`src/rtl/btb_set_assoc.sv`:
```
// btb_set_assoc: N-way set-associative branch target buffer.
//
// Provides a combinational prediction from the fetch PC and accepts
// synchronous resolution updates from EX. Each entry holds a valid bit,
// a tag, a branch target and a saturating direction counter. Entries are
// allocated only on taken outcomes; replacement is round-robin per set.
// A multi-cycle flush engine invalidates one set per cycle.
//
// Ports:
//   i_clk, i_rst         clock, synchronous active-high reset
//   i_pc                 fetch PC for lookup
//   o_btb_hit            valid tag match in the indexed set
//   o_predicted_taken    hit and counter MSB set
//   o_predicted_target   target of the hitting way, 0 on miss
//   i_update*            resolution update (pc, target, outcome)
//   i_flush              start invalidation of all entries
//   o_flush_busy         flush engine active
//
// Flush FSM states:
//   state    | meaning
//   ST_IDLE  | lookups and updates serviced normally
//   ST_FLUSH | one set invalidated per cycle; lookups miss, updates dropped

module btb_set_assoc #(
    parameter int XLEN           = 32,
    parameter int BTB_INDEX_BITS = 4,
    parameter int BTB_WAYS       = 2,
    parameter int CTR_BITS       = 2
) (
    input  logic            i_clk,
    input  logic            i_rst,
    input  logic [XLEN-1:0] i_pc,
    output logic            o_btb_hit,
    output logic            o_predicted_taken,
    output logic [XLEN-1:0] o_predicted_target,
    input  logic            i_update,
    input  logic [XLEN-1:0] i_update_pc,
    input  logic [XLEN-1:0] i_update_target,
    input  logic            i_update_taken,
    input  logic            i_flush,
    output logic            o_flush_busy
);

    localparam int SETS  = 1 << BTB_INDEX_BITS;
    localparam int TAG_W = XLEN - BTB_INDEX_BITS - 1;
    localparam int WAY_W = (BTB_WAYS > 1) ? $clog2(BTB_WAYS) : 1;
    localparam logic [CTR_BITS-1:0] CTR_MAX  = '1;
    localparam logic [CTR_BITS-1:0] CTR_INIT = CTR_BITS'(1 << (CTR_BITS - 1));

    typedef enum logic {
        ST_IDLE  = 1'b0,
        ST_FLUSH = 1'b1
    } state_t;

    function automatic logic [BTB_INDEX_BITS-1:0] idx_of(input logic [XLEN-1:0] pc);
        return pc[BTB_INDEX_BITS+1:2];
    endfunction

    // pc[1] is folded into the tag so compressed half-word branches in the
    // same word do not alias.
    function automatic logic [TAG_W-1:0] tag_of(input logic [XLEN-1:0] pc);
        return {pc[XLEN-1:BTB_INDEX_BITS+2], pc[1]};
    endfunction

    logic                valid_q  [SETS][BTB_WAYS];
    logic                valid_d  [SETS][BTB_WAYS];
    logic [TAG_W-1:0]    tag_q    [SETS][BTB_WAYS];
    logic [TAG_W-1:0]    tag_d    [SETS][BTB_WAYS];
    logic [XLEN-1:0]     target_q [SETS][BTB_WAYS];
    logic [XLEN-1:0]     target_d [SETS][BTB_WAYS];
    logic [CTR_BITS-1:0] ctr_q    [SETS][BTB_WAYS];
    logic [CTR_BITS-1:0] ctr_d    [SETS][BTB_WAYS];
    logic [WAY_W-1:0]    victim_q [SETS];
    logic [WAY_W-1:0]    victim_d [SETS];

    state_t                    state_q, state_d;
    logic [BTB_INDEX_BITS-1:0] flush_set_q, flush_set_d;
    logic                      flush_busy_q, flush_busy_d;

    logic unused_pc_bit0;
    assign unused_pc_bit0 = i_pc[0] ^ i_update_pc[0];

    // ---------------- lookup ----------------
    logic [BTB_INDEX_BITS-1:0] lk_idx;
    logic [TAG_W-1:0]          lk_tag;
    logic                      lk_hit;
    logic                      lk_msb;
    logic [XLEN-1:0]           lk_target;

    always_comb begin
        lk_idx    = idx_of(i_pc);
        lk_tag    = tag_of(i_pc);
        lk_hit    = 1'b0;
        lk_msb    = 1'b0;
        lk_target = '0;
        for (int w = 0; w < BTB_WAYS; w++) begin
            if (valid_q[lk_idx][w] && (tag_q[lk_idx][w] == lk_tag)) begin
                lk_hit    = 1'b1;
                lk_msb    = ctr_q[lk_idx][w][CTR_BITS-1];
                lk_target = target_q[lk_idx][w];
            end
        end
    end

    // Reset gating keeps the outputs quiet during the reset cycle itself,
    // before the valid bits have actually been cleared.
    assign o_btb_hit          = lk_hit & ~flush_busy_q & ~i_rst;
    assign o_predicted_taken  = o_btb_hit & lk_msb;
    assign o_predicted_target = o_btb_hit ? lk_target : '0;
    assign o_flush_busy       = flush_busy_q;

    // ---------------- update-side match ----------------
    logic [BTB_INDEX_BITS-1:0] u_idx;
    logic [TAG_W-1:0]          u_tag;
    logic                      u_hit;
    logic [WAY_W-1:0]          u_way;
    logic                      free_found;
    logic [WAY_W-1:0]          free_way;

    always_comb begin
        u_idx      = idx_of(i_update_pc);
        u_tag      = tag_of(i_update_pc);
        u_hit      = 1'b0;
        u_way      = '0;
        free_found = 1'b0;
        free_way   = '0;
        for (int w = 0; w < BTB_WAYS; w++) begin
            if (valid_q[u_idx][w] && (tag_q[u_idx][w] == u_tag)) begin
                u_hit = 1'b1;
                u_way = WAY_W'(w);
            end
            if (!valid_q[u_idx][w] && !free_found) begin
                free_found = 1'b1;
                free_way   = WAY_W'(w);
            end
        end
    end

    // ---------------- next state ----------------
    logic [WAY_W-1:0] alloc_way;

    always_comb begin
        valid_d     = valid_q;
        tag_d       = tag_q;
        target_d    = target_q;
        ctr_d       = ctr_q;
        victim_d    = victim_q;
        state_d     = state_q;
        flush_set_d = flush_set_q;
        alloc_way   = '0;

        case (state_q)
            ST_IDLE: begin
                if (i_flush) begin
                    state_d     = ST_FLUSH;
                    flush_set_d = '0;
                end else if (i_update) begin
                    if (u_hit) begin
                        if (i_update_taken) begin
                            if (ctr_q[u_idx][u_way] != CTR_MAX)
                                ctr_d[u_idx][u_way] = ctr_q[u_idx][u_way] + 1'b1;
                            target_d[u_idx][u_way] = i_update_target;
                        end else if (ctr_q[u_idx][u_way] != '0) begin
                            ctr_d[u_idx][u_way] = ctr_q[u_idx][u_way] - 1'b1;
                        end
                    end else if (i_update_taken) begin
                        // Invalid ways are consumed first and leave the
                        // round-robin pointer untouched.
                        if (free_found) begin
                            alloc_way = free_way;
                        end else begin
                            alloc_way = victim_q[u_idx];
                            if (BTB_WAYS > 1)
                                victim_d[u_idx] = victim_q[u_idx] + 1'b1;
                        end
                        valid_d[u_idx][alloc_way]  = 1'b1;
                        tag_d[u_idx][alloc_way]    = u_tag;
                        target_d[u_idx][alloc_way] = i_update_target;
                        ctr_d[u_idx][alloc_way]    = CTR_INIT;
                    end
                end
            end
            ST_FLUSH: begin
                for (int w = 0; w < BTB_WAYS; w++)
                    valid_d[flush_set_q][w] = 1'b0;
                if (flush_set_q == '1) begin
                    state_d     = ST_IDLE;
                    flush_set_d = '0;
                end else begin
                    flush_set_d = flush_set_q + 1'b1;
                end
            end
            default: state_d = ST_IDLE;
        endcase

        flush_busy_d = (state_d == ST_FLUSH);
    end

    // ---------------- state registers ----------------
    always_ff @(posedge i_clk) begin
        if (i_rst) begin
            for (int s = 0; s < SETS; s++) begin
                for (int w = 0; w < BTB_WAYS; w++)
                    valid_q[s][w] <= 1'b0;
                victim_q[s] <= '0;
            end
            state_q      <= ST_IDLE;
            flush_set_q  <= '0;
            flush_busy_q <= 1'b0;
        end else begin
            valid_q      <= valid_d;
            victim_q     <= victim_d;
            state_q      <= state_d;
            flush_set_q  <= flush_set_d;
            flush_busy_q <= flush_busy_d;
        end
    end

    // Payload is meaningless while invalid, so it carries no reset.
    always_ff @(posedge i_clk) begin
        tag_q    <= tag_d;
        target_q <= target_d;
        ctr_q    <= ctr_d;
    end

endmodule
```
`config.mk`:
```
export PLATFORM = sky130hd
export DESIGN_NAME = btb_set_assoc
export DESIGN_NICKNAME = d
export VERILOG_FILES = /design/src/rtl/btb_set_assoc.sv
export SDC_FILE = /design/constraint.sdc
export NUM_CORES = 2
export LEC_CHECK = 0
export CAP_MARGIN = 20
export CORE_ASPECT_RATIO = 0.7
export CORE_MARGIN = 1.5
export CORE_UTILIZATION = 30
export DETAILED_ROUTE_END_ITERATION = 12
export SETUP_SLACK_MARGIN = 0.05
export SLEW_MARGIN = 20
export SYNTH_ARGS = -nofsm -noshare
export SYNTH_HDL_FRONTEND = slang
export SYNTH_SLANG_ARGS = --single-unit
```
`constraint.sdc`:
```
create_clock -name i_clk -period 12 [get_ports i_clk]
set_input_delay 1.8 -clock i_clk [delete_from_list [all_inputs] [get_ports i_clk]]
set_output_delay 1.8 -clock i_clk [all_outputs]
set_load 0.03 [all_outputs]
```
* Word-level counts from Yosys, hierarchy flattened
Index checks and enable logic that the tools add are counted.
** Word-level totals
- Register bits :: 2005
- Logic and storage cells :: 311
** Operators by class
- Add/subtract/negate cells :: 4
- Reductions and logical operators :: 18
- Bitwise operators :: 21
- Equal/unequal tests :: 12
- Magnitude comparators :: 9
- Mux-type cells :: 101
** Operators with widths (count)
- two-way mux 1024 bit :: 3
- bitwise mux 1024 bit :: 2
- bitwise mux 864 bit :: 1
- two-way mux 64 bit :: 9
- demux 64 bit (select 4 bit) :: 2
- binary-select mux 54 bit (select 4 bit) :: 2
- two-way mux 32 bit :: 9
- two-way mux 54 bit :: 5
- binary-select mux 64 bit (select 4 bit) :: 1
- demux 54 bit (select 4 bit) :: 1
- bitwise mux 64 bit :: 2
- == test 27 bit :: 4
- AND 32 bit :: 3
- NOT 32 bit :: 3
- demux 32 bit (select 1 bit) :: 2
- bitwise OR 32 bit :: 2
- one-hot mux 32 bit (2 select lines) :: 1
- binary-select mux 4 bit (select 4 bit) :: 2
- demux 4 bit (select 4 bit) :: 2
- two-way mux 4 bit :: 8
- demux 27 bit (select 1 bit) :: 1
- two-way mux 27 bit :: 1
- demux 2 bit (select 4 bit) :: 3
- two-way mux 1 bit :: 23
- other kinds (30) :: 73

* Longest topological paths before layout
- Depth after elaboration :: 26
- Gate-level depth with buffers :: 24
- Gate-level depth less buffers :: 15

* Least setup slack after synthesis
Ideal clock, no wire load.
- Path type :: input to register
- From :: in i_update_pc[3]
- To :: reg target_q[192] (netlist name) (enable)
- Path slack :: 4.439 ns
- Required time :: 11.539 ns
- Cell stages on the path :: 15
- Data arrival time :: 7.100 ns
- Setup time :: 0.461 ns
- Buffers on the path :: 7
- Path through :: buf_4 > buf_4 > buf_2 > buf_1 > buf_1 > mux4_2 > mux2i_1 > xor2_1 > a41oi_1 > nor4b_2 > nand4_1 > a21boi_2 > buf_2 > buf_2 > nor3_1
** RTL lines
- start, declared :: line 37 : input logic [XLEN-1:0] i_update_pc,
- end signal, assigned :: line 222 : target_q <= target_d;
- end, declared :: line 69 : logic [XLEN-1:0] target_q [SETS][BTB_WAYS];

* Worst setup path in the final report
- From :: in i_pc[2]
- To :: out o_predicted_target[16]
** On the way
- Cells in the longest elaborated chain, start to end :: 11
- Elaborated cells on any way between the ends :: 21
- Those cells by class :: 2 x eq/ne; 14 x mux; 3 x bitwise; 2 x reduce/logical
** RTL lines
- start, declared :: line 32 : input logic [XLEN-1:0] i_pc,
- NOT 4 -> 5 bit (not written as such) (*) :: line 97, 100
- binary-select mux 54 bit (select 4 bit) :: line 97 : if (valid_q[lk_idx][w] && (tag_q[lk_idx][w] == lk_tag)) begin
- two-way mux 54 bit (not written as such) (2 in series) :: line 97
- == test 27 bit :: line 97
- logical AND 1 bit :: line 97
- two-way mux 1 bit (2 in series) :: line 97
- AND 1 bit (2 in series) :: line 107 : assign o_btb_hit = lk_hit & ~flush_busy_q & ~i_rst;
- two-way mux 32 bit (*) :: line 109 : assign o_predicted_target = o_btb_hit ? lk_target : '0;
- end, declared :: line 35 : output logic [XLEN-1:0] o_predicted_target,
Every way passes the cells marked *; elsewhere a longest branch is shown, timed or not. The select of a mux whose other input is x is not followed.

==> results.md <==
* Synthesis-to-finish area growth at 13.5%
* Drt first pass iters at 8
* Xor/xnor share of the synthesized area at about 1.0%
* P_leak at 0.0378 uW
* GRT Overall Usage at between 10% and 20%
* Post-synthesis instance area at between 90000 and 100000 sq um
* Status: complete, no violations
* Share of cells above drive strength 1 at between 20% and 30%
* Largest family of logic cells by synthesized area: multiplexers
* Largest net degree at the start of global routing at about 360
* Combinational fraction of design power at roughly 6.6%
* CP Capture Type: output pin
* Post-synth EDFFs at just under 2k
* Final wirelength at approximately 310000 um
* Core Footprint at between 300000 and 400000 sq um
* Vias at 57.9k
* Final nets at 5772
* FFs w/ async S/R, synth at 0%
* Vias/cell at 5.78
* Final WS setup at approximately 2.3 ns
* H-tree level count at 4
* Setup CP Type: input port to output pin
* Worst-path fanout max at 56
* Vias in the first global route at 56.6k
* Initial Util at between 30% and 40%
* Max-cap check violation count at 0
* Initial detailed-routing violation count at 8540
* Sw Share at approximately 23%
* Minimum clock period at 9.70 ns
* HP Class: flop to flop
* Syn_area_per_cell at between 15 and 20 sq um
* DRC violations left at 0
* Max Freq at between 100 and 150 MHz
* Ports at 136
* First-pass GRT wire length at 429000 um
* Fillers at 29.6k
* Gpl congestion at 0.850
* Reg clk slew, reported paths at ~0.060 ns
* Unrepaired setup endpoints after global routing: no
* Cell Pwr Density at around 140 nW/um^2
* Final cell count without fillers at 10.0k
* Slew @ Worst Pin at between 1 and 1.5 ns
* Final setup fails at 0
* Area occupied by multi-input gates at 33000 sq um
* CTS Buf Count at about 210
* Clock skew at ~0.052 ns
* #FFs+latches synth at 2005
* Post-synthesis simple-gate area fraction at between 9 and 10%
* Synth Area in Adders at 0.0789%
* Hold_buf cts at 0
* Mapped Cells at 5748
* Sw Pwr at roughly 3500 uW
* Seq/Total Area, Yosys at between 60 and 70%
* Top FF cell, synth: edfxtp_1
* Pint at 11700 uW
* Routed len/inst at 30.5 um
* Flop pwr share at between 50% and 60%
* Gr ovfl total at 0
* Slew Limit Fails at 0
* CTS sink count at ~2k
* Post-CTS Resized at 0
* FF/Latch Area at 59700 sq um
* Die height at approximately 470 um
* Syn nets at about 6k
* Relative slew margins at 24.2%
* Final hold violation count at 0
* Compound-Gate Fraction of Synth Area at 2.91%
* Post-CTS setup buffers at 0
* Flop-to-flop setup slack at 5.87 ns
* Clock Path Buffers at 3
* HPWL after detailed placement at roughly 170000 um
* Mux cell area share after synthesis at approximately a fifth
* Peak VDD IR at around 0.00017 V
* Pre-CTS setup slack at between 2 and 2.5 ns
* Critical path arrival at between 7 and 8 ns
* PortBufs at approximately 130
* Clk root buf: clkbuf_16
* Clock power frac at 42.7%
* Post-route ant nets at 0
* Die Wd at about 680 um
* Num rows at around 170
* Number of library cell types mapped by synthesis at 68
* Setup_tns at 0 ns
* Die ar. at about 320000 sq um
* Final period util at 80.8%
* Critical Path Source Type: input port
* CTS tree: done
* Worst-skew pair later-pin latency at between 0.8 and 0.9 ns
* Critical path required time at 10.20 ns
* Placed insts at 9627
* Synth warnings at 0
* Initial antenna violation count at 30
routing by layer:
| layer | routed length, um | part of all wire [%] | global-route usage (%) | up-vias |
|---|---|---|---|---|
| li1 | - | - | - | 23181 |
| met1 | 122000 | 40 | 25.6 | 30661 |
| met2 | 142000 | 46 | 29.1 | 3584 |
| met3 | 33500 | 11 | 4.10 | 507 |
| met4 | 9410 | 3.1 | 6.05 | 0 |
| met5 | 0 | 0 | 0 | - |
power groups by stage:
stage / clock network [uW] / registers (uW) / logic [uW]
2_1_floorplan: 0 / 7800 / 598
3_3_place_gp: 0 / 7800 / 975
3_5_place_dp: 0 / 7800 / 984
4_1_cts: 6520 / 7650 / 985
5_1_grt: 6780 / 7650 / 1040
6_report: 6460 / 7650 / 999
registers in the layout (all words and copies together), names as in the netlist:
name and count:
victim_q 16, tag_q 864, o_flush_busy 1, ctr_q 64, valid_q 32, target_q 1024, flush_set_q 4
worst paths after layout:
| kind | cells past startpoint | start | end |
|---|---|---|---|
| setup / recovery | 11 | i_pc[2] | o_predicted_target[16] |
| hold / removal | 2 | valid_q[13]$_SDFFE_PP0P_ | valid_q[13]$_SDFFE_PP0P_ |
| hold reg to reg | 2 | valid_q[13]$_SDFFE_PP0P_ | valid_q[13]$_SDFFE_PP0P_ |
| setup reg to reg | 13 | tag_q[51]$_DFFE_PP_ | target_q[133]$_DFFE_PP_ |
cells by family after synthesis:
group,after synthesis
buffers and inverters,692
XOR/XNOR,113
AND/OR/NAND/NOR,1510
flip-flops,2005
multiplexers,1022
adder cells (fa/ha/maj),6
AO/OA/AOI/OAI,400
cells in the mapped netlist (all sizes together), types with 36 or more instances:
master,number,area (sq um)
inv,65,244
nand3,42,210
buf,195,1100
nor3,76,460
and3,1031,6450
o21ai,88,440
mux4,762,17200
edfxtp,1952,58600
a22oi,47,353
nand2,162,611
xnor2,77,674
clkbuf,431,1740
mux2,40,450
mux2i,220,2200
xor2,36,315
o22ai,48,300
dfxtp,53,1060
nor2,101,379
critical path: stages:
cell             delay [ns]
buf_8                  0.45
buf_12                 0.40
mux4_2                 0.57
mux4_2                 0.52
xor2_1                 0.16
nor4_1                 0.52
nand4_1                0.45
or3_2                  0.74
buf_4                  0.38
o22ai_1                0.81
clkdlybuf4s50_1        0.84
area by class of cell:
| type | count | share of cell area, % |
|---|---|---|
| sequential | 2005 | 55.3 |
| multi-input combinational | 3051 | 30.6 |
| clock buffer | 269 | 5.07 |
| tap | 4176 | 4.84 |
| timing repair buffer | 333 | 2.83 |
| clock inverter | 110 | 1.18 |
| inverter | 66 | 0.229 |
| antenna | 12 | 0.0278 |
metrics by stage:
step / hold slack (ns) / utilization [%] / cell area [sq um] / total power [uW]
after floorplan: 0.437 / - / 95200 / 8400
after global placement: 0.455 / 32.1 / 101000 / 8770
after detailed placement: 0.462 / 32.1 / 101000 / 8780
after CTS: 0.475 / 34.3 / 108000 / 15200
after global routing: 0.494 / 34.3 / 108000 / 15500
final: 0.475 / 34.3 / 108000 / 15100
cells in the final DEF (no fill, tap or decap), drive strengths merged, types with 5 or more instances in the layout:
cell / Yosys / final
a31oi: 24 / 24
nor4: 11 / 11
nand4: 21 / 21
and3: 1031 / 1031
inv: 65 / 68
o31ai: 33 / 33
a221oi: 21 / 21
clkdlybuf4s50: 0 / 124
a21oi: 28 / 28
clkbuf: 431 / 270
nand3: 42 / 42
nor2: 101 / 101
a41oi: 5 / 5
o2bb2ai: 20 / 20
mux2: 40 / 40
a311oi: 17 / 17
a211oi: 6 / 6
nand2: 162 / 162
and2: 7 / 7
o21ai: 88 / 88
bufinv: 0 / 19
xnor2: 77 / 77
nor3: 76 / 76
dfxtp: 53 / 53
edfxtp: 1952 / 1952
nor2b: 12 / 12
o21bai: 9 / 9
mux4: 762 / 762
a22o: 10 / 10
buf: 195 / 208
mux2i: 220 / 220
diode: 0 / 12
a21boi: 15 / 15
clkinv: 1 / 86
a22oi: 47 / 47
nand2b: 33 / 33
o22ai: 48 / 48
xor2: 36 / 36
ha: 6 / 6
(Power assumes the default switching activity.)
